--- src/rtl/spi_master.sv ---
// SPI mode-0 master: SSEL setup, BUFFER_SIZE-bit MSB-first exchange, SSEL hold, then an inter-frame gap.
// done fires 2*CS_SETUP + 2*BUFFER_SIZE*CLK_DIV cycles after SSEL falls; start is ignored while busy.
module spi_master #(
    parameter int BUFFER_SIZE = 240,
    parameter int CLK_DIV     = 4,
    parameter int CS_SETUP    = 2
) (
    input  logic                   clk,
    input  logic                   rst_n,
    input  logic                   start,
    input  logic [BUFFER_SIZE-1:0] tx_data,
    output logic [BUFFER_SIZE-1:0] rx_data,
    output logic                   busy,
    output logic                   done,
    output logic                   SPI_SCK,
    output logic                   SPI_SSEL,
    output logic                   SPI_MOSI,
    input  logic                   SPI_MISO
);

    localparam int BIT_CYC = 2 * CLK_DIV - 1;
    localparam int CNT_MAX = (BIT_CYC > CS_SETUP - 1) ? BIT_CYC : CS_SETUP - 1;
    localparam int CW      = $clog2(CNT_MAX + 1);
    localparam int BW      = (BUFFER_SIZE > 1) ? $clog2(BUFFER_SIZE) : 1;
    // The IDLE cycle that samples the next start completes the SSEL-high gap.
    localparam int GAP_LEN = (CS_SETUP > 1) ? CS_SETUP - 1 : 1;

    localparam logic [CW-1:0] SETUP_LAST = CW'(CS_SETUP - 1);
    localparam logic [CW-1:0] LOW_LAST   = CW'(CLK_DIV - 1);
    localparam logic [CW-1:0] PER_LAST   = CW'(BIT_CYC);
    localparam logic [CW-1:0] GAP_LAST   = CW'(GAP_LEN - 1);
    localparam logic [BW-1:0] LAST_BIT   = BW'(BUFFER_SIZE - 1);

    typedef enum logic [2:0] {IDLE, SETUP, XFER, HOLD, GAP} state_t;

    state_t                 state_q;
    logic [CW-1:0]          cnt_q;
    logic [BW-1:0]          bit_q;
    logic [BUFFER_SIZE-1:0] sr_q;
    logic [BUFFER_SIZE-1:0] rx_q;
    logic                   sck_q;
    logic                   ssel_q;
    logic                   mosi_q;
    logic                   busy_q;
    logic                   done_q;

    assign rx_data  = rx_q;
    assign busy     = busy_q;
    assign done     = done_q;
    assign SPI_SCK  = sck_q;
    assign SPI_SSEL = ssel_q;
    assign SPI_MOSI = mosi_q;

    always_ff @(posedge clk or negedge rst_n) begin
        if (!rst_n) begin
            state_q <= IDLE;
            cnt_q   <= '0;
            bit_q   <= '0;
            sr_q    <= '0;
            rx_q    <= '0;
            sck_q   <= 1'b0;
            ssel_q  <= 1'b1;
            mosi_q  <= 1'b0;
            busy_q  <= 1'b0;
            done_q  <= 1'b0;
        end else begin
            done_q <= 1'b0;
            case (state_q)
                IDLE: begin
                    if (start) begin
                        sr_q    <= tx_data;
                        mosi_q  <= tx_data[BUFFER_SIZE-1];
                        ssel_q  <= 1'b0;
                        busy_q  <= 1'b1;
                        cnt_q   <= '0;
                        state_q <= SETUP;
                    end
                end
                SETUP: begin
                    if (cnt_q == SETUP_LAST) begin
                        cnt_q   <= '0;
                        bit_q   <= '0;
                        state_q <= XFER;
                    end else begin
                        cnt_q <= cnt_q + CW'(1);
                    end
                end
                XFER: begin
                    // Rising edge samples MISO; after the shift sr_q[MSB] is the next bit to drive.
                    if (cnt_q == LOW_LAST) begin
                        sck_q <= 1'b1;
                        sr_q  <= {sr_q[BUFFER_SIZE-2:0], SPI_MISO};
                    end
                    if (cnt_q == PER_LAST) begin
                        sck_q <= 1'b0;
                        cnt_q <= '0;
                        if (bit_q == LAST_BIT) begin
                            state_q <= HOLD;
                        end else begin
                            bit_q  <= bit_q + BW'(1);
                            mosi_q <= sr_q[BUFFER_SIZE-1];
                        end
                    end else begin
                        cnt_q <= cnt_q + CW'(1);
                    end
                end
                HOLD: begin
                    if (cnt_q == SETUP_LAST) begin
                        ssel_q  <= 1'b1;
                        mosi_q  <= 1'b0;
                        done_q  <= 1'b1;
                        rx_q    <= sr_q;
                        cnt_q   <= '0;
                        state_q <= GAP;
                    end else begin
                        cnt_q <= cnt_q + CW'(1);
                    end
                end
                GAP: begin
                    if (cnt_q == GAP_LAST) begin
                        busy_q  <= 1'b0;
                        cnt_q   <= '0;
                        state_q <= IDLE;
                    end else begin
                        cnt_q <= cnt_q + CW'(1);
                    end
                end
                default: state_q <= IDLE;
            endcase
        end
    end

endmodule

--- config.mk ---
export PLATFORM = sky130hd
export DESIGN_NAME = spi_master
export DESIGN_NICKNAME = d
export VERILOG_FILES = /design/src/rtl/spi_master.sv
export SDC_FILE = /design/constraint.sdc
export NUM_CORES = 1
export LEC_CHECK = 0
export ABC_AREA = 1
export BUFFER_PORTS_ARGS = -buffer_cell sky130_fd_sc_hd__buf_2
export CAP_MARGIN = 0
export CORE_MARGIN = 3
export CORE_UTILIZATION = 30
export DETAILED_ROUTE_END_ITERATION = 8
export SETUP_SLACK_MARGIN = 0.1
export SYNTH_ARGS = -nofsm -noshare
export SYNTH_HDL_FRONTEND = slang
export SYNTH_SLANG_ARGS = --single-unit
--- constraint.sdc ---
create_clock -name clk -period 1.7 [get_ports clk]
set_clock_uncertainty 0.15 [all_clocks]
set_input_delay 0.255 -clock clk [delete_from_list [all_inputs] [get_ports clk]]
set_output_delay 0.255 -clock clk [all_outputs]
set_load 0.005 [all_outputs]
; Yosys cells after proc, flatten, opt, wreduce, memory -nomap -nowiden
; Index checks and enable logic that the tools add are counted.
[totals]
in_bits = 244
register_bits = 499
[classes]
eq_ne = 16
n_mux = 34
addsub = 2
n_reduce_logical = 19
[ops]
columns = op, count
row1 = 240-bit two-way mux, 2
row2 = 240-bit one-hot mux with 2 select lines, 1
row3 = 3-bit two-way mux, 10
row4 = 8-bit two-way mux, 3
row5 = 2-bit != test (second input constant), 8
row6 = 8-bit one-hot mux with 2 select lines, 1
row7 = 3-bit one-hot mux with 5 select lines, 1
row8 = 1-bit two-way mux, 12
row9 = 3-bit one-hot mux with 4 select lines, 1
row10 = 2-bit nonzero test, 5
row11 = 3-bit by 2-bit == test with 1-bit output (second input constant), 3
row12 = 3-bit AND reduction, 3
row13 = 8-bit by 1-bit adder with 8-bit output (second input constant), 1
row14 = 8-bit == test (second input constant), 1
row15 = 3-bit by 1-bit == test with 1-bit output (second input constant), 2
row16 = 3-bit == test (second input constant), 2
row17 = 3-bit zero test, 2
row18 = 2-bit AND reduction, 3
row19 = 6-bit AND reduction, 1
row20 = 5-bit AND reduction, 1
row21 = 1-bit one-hot mux with 2 select lines, 2
row22 = 4-bit AND reduction, 1
row23 = 4-bit nonzero test, 1
row24 = 3-bit by 1-bit adder with 3-bit output (second input constant), 1
row25 = other kinds (3), 3

; Depth between registers and ports, before layout
[depth]
word_depth = 4
mapped_depth = 10

; Worst setup path after synthesis
; Ideal clock, no wire load.
[synth_timing]
path_kind = reg-to-reg
startpoint = register cnt_q[0]
endpoint = register sr_q[83]
path_stages_with_launch = 10
setup_ns = 0.135
slack_ns = -0.060
t_required_ns = 1.415
period_less_slack_ns = 1.760
arrival_time_ns = 1.475
cell_sequence = dfrtp_1 -> ha_1 -> ha_1 -> nand2_1 -> nand2_2 -> buf_6 -> buf_8 -> buf_6 -> o211ai_1 -> o21ai_0
[synth_via]
elab_chain_cells = 3
[synth_rtl]
columns = item, line_no
row1 = from (decl), 37  ; logic [CW-1:0] cnt_q;
row2 = from (signal assigned), 85  ; cnt_q <= cnt_q + CW'(1);
row3 = from (signal assigned), 104  ; cnt_q <= cnt_q + CW'(1);
row4 = from (signal assigned), 116  ; cnt_q <= cnt_q + CW'(1);
row5 = 3-bit by 2-bit == test with 1-bit output, 90  ; if (cnt_q == LOW_LAST) begin
row6 = 2-bit != test (no source line), -
row7 = 3-bit AND reduction (no source line), -
row8 = to (signal assigned), 71  ; sr_q <= tx_data;
row9 = to (signal assigned), 92  ; sr_q <= {sr_q[BUFFER_SIZE-2:0], SPI_MISO};
row10 = to (decl), 39  ; logic [BUFFER_SIZE-1:0] sr_q;
; Every way passes these cells.
; A chain may end at the register's enable or synchronous reset.

; Worst setup path in the final report
[layout_timing]
startpoint = register cnt_q[0]
endpoint = register sr_q[158]
; Same word-level chain as after synthesis.

==> flow_summary.yaml <==
run_status:
  status: "complete, but fails checks"
  violations: "setup timing"
place:
  port_buffers: 488
  globalplace.congestion: 0.793
  preCtsSetupSlack_ps: -161
  place_hpwl_mm: 41.5
  dp_cells: 3614
yosys:
  synthMuxAreaShare: 0
  synth-xor-area-share: 0
  synthDominantCellAreaShare: 0.593
  synth_adder_area_share: 0.00417
  ys_warn_count: 0
  syn_avg_cell_area_um2: 9.33
  synth_top_family_by_area: "compound AO/OA/AOI/OAI gates"
  yosysTopAreaCell: "dfrtp_1"
  synth-compound-area-share: 0.204
  yosysSeqAreaShare: 0.595
  synth_area_um2: 21000
  netlist_instances: 2252
  ys_seq_elements: 499
  ys_top_cells_by_area: "dfrtp_1 (59%), nand2_1 (9.8%), o211ai_1 (8.5%), o21ai_1 (7.3%), inv_1 (4.6%)"
  synth_cell_types: 27
  synth_fp_nets: 2503
  yosys.area_share.simple: 0.108
grt:
  grt_use_met1: 0.230
  grt_overflow_total: 0
  gr-usage-met3: 0.0369
  grt.total_usage: 0.177
  top_usage_layer: "met2"
  grt_pass1_wl_mm: 105
  grt_pass1_vias: 18719
  antenna_found_initial: 2
  use_met2: 0.294
  grt_start_max_net_pins: 81
critical_path:
  worstRegToRegCells: 9
  endpoint_kind: "register"
  reg2reg_to: "sr_q[158]"
  crit_arrival_ps: 2200
  criticalPathCategory: "register to register"
  start_kind: "register"
  cp_max_fo: 21
  rrSetupSlack_ps: -180
  worstReg2RegStart: "cnt_q[0]"
  cp.required_ps: 2020
worst_hold_path:
  hp-class: "input port to asynchronous set/reset pin"
sta:
  fin_ws_ps: -179
  setup_viol: 474
  slew_violations: 0
  relSlewSlack: 0.690
  finalCritPeriodShare: 1.11
  worst_pin_slew_ps: 463
  max_freq_ghz: 0.532
  finalHoldViolations: 0
  rsz0062_at_grt: "yes"
  min_period_ps: 1880
floorplanning:
  io_pins: 489
  die_x_um: 271
  start_util: 0.305
  core.rowCount: 96
  dieArea_um2: 73200
  coreArea_um2: 68900
  die_h_um: 271
drt:
  final_antenna_net_count: 0
  drcViolationCount: 0
  vias: 18906
  wl_per_cell_um: 17.3
  first_pass_iters: 5
  via_per_inst: 4.71
  drt-total-wl_mm: 69.4
  drt_first_iter_violations: 1222
cells_and_area:
  drive_gt1_frac: 0.255
  final_nets: 3285
  layoutNonFillerInstCount: 4011
  areaGrowthSynthToFinish_pct: 45.8
power_and_ir_drop:
  p_sw_mw: 5.50
  vdd_drop_max_mv: 0.730
  leakage_nw: 15.9
  pwr-share-clk: 0.476
  p_per_area_nw_per_um2: 809
  comb_power_share: 0.044
  seqPwrFrac: 0.480
  switching_share: 0.222
  internal_power_mw: 19.3
cts:
  root_buffer: "clkbuf_16"
  clock_latency_ps: 600
  cts_sinks: 499
  cts_tree: "yes"
  clock_path_buffers: 3
  cts_made_buffers: 55
  clk_pin_slew_worst_paths_ps: 60
  h-tree-depth: 2
job:
  max-cap-violations: 0
final cells by class:
cell class / count / area [um^2]
diodes: 2 / 5.00
repair buffers: 880 / 7240
repair inverters: 5 / 70.1
flip-flops and latches: 499 / 12500
clock inverters: 24 / 226
well taps: 931 / 1160
multi-input cells: 1332 / 6860
clock buffers: 77 / 1540
fillers: 6512 / 38300
inverters: 261 / 1020
per-stage QoR:
stage / hold WS [ps] / power (mW) / util / instance area (um^2) / TNS (ps)
finish: 219 / 24.8 / 0.444 / 30600 / -35550
global route: 204 / 25.7 / 0.444 / 30600 / -80020
CTS: 184 / 25.1 / 0.433 / 29900 / -34960
detailed placement: 9.63 / 12.8 / 0.362 / 24900 / -46970
global placement: 11.4 / 12.8 / 0.362 / 24900 / -23990
floorplan: -191 / 12.1 / - / 21000 / 0
worst max path at each step:
stage                     startpoint  depth (start not counted)         to
after floorplan             cnt_q[0]                          9    sr_q[0]
after global placement    state_q[0]                          7   sr_q[53]
after detailed placement  state_q[0]                          7   sr_q[51]
after CTS                 state_q[0]                          9  sr_q[116]
after global routing      state_q[0]                          9  sr_q[117]
final                       cnt_q[0]                          9  sr_q[158]
cells in the final DEF, fill, tap and decap left out, types with 5 or more instances in the layout:
master and instances:
nand2_1 535, dfrtp_1 497, buf_2 487, o21ai_1 425, inv_1 256, dlygate4sd3_1 244
o211ai_1 239, clkbuf_16 69, buf_4 61, o21ai_0 36, buf_16 29, o21ai_2 27
buf_12 24, nor2_1 16, buf_6 15, clkbuf_1 14, clkinv_2 13, nand2_2 12
nand3_1 12, clkbuf_8 8, ha_1 5, buf_8 5
critical path, stage by stage (launching register included):
cell and delay [ps]:
dfrtp_1 420, ha_4 190, ha_4 180, nand2_8 70
nand2_8 80, buf_16 190, buf_12 150, buf_16 150
o211ai_1 80, o21ai_1 80
flip-flops by register name, indices dropped and copies added (netlist names):
register / count
SPI_SCK: 1
sr_q: 240
done: 1
rx_data: 240
SPI_MOSI: 1
SPI_SSEL: 1
busy: 1
state_q: 3
cnt_q: 3
bit_q: 8
what timing repair did:
item                                    4_1_cts  5_1_grt
endpoints found under the setup margin      522      532
pin swaps                                     1        2
gates resized for setup                      73       70
hold buffers                                244        0
endpoints found under the hold margin       740        0
gates cloned                                 16       20
setup buffers                                 9        5
Yosys cell counts, drive strengths merged:
cell type	number
a21oi	5
buf	119
clkbuf	41
dfrtp	498
dfstp	1
ha	7
inv	261
nand2	551
nand3	13
nand3b	3
nor2	19
nor3b	2
o211ai	239
o21ai	488
o22ai	4
or2	1
power groups by stage:
stage          clock network, mW  registers, mW  logic, mW
5_1_grt                     12.6           11.9       1.20
3_3_place_gp                   0           12.1      0.669
6_report                    11.8           11.9       1.10
2_1_floorplan                  0           12.1     0.0153
4_1_cts                     12.1           11.9       1.11
3_5_place_dp                   0           12.1      0.663
metal layers:
metal,wire length [um],share of wire
met1,29800,0.43
met5,0,0
met4,2260,0.033
met2,33000,0.48
met3,4230,0.061
cells by family after synthesis:
group	after synthesis
AND/OR/NAND/NOR	589
adder cells (fa/ha/maj)	7
AO/OA/AOI/OAI	736
flip-flops	499
buffers and inverters	421
No activity file was read; power rests on OpenSTA's default activity.
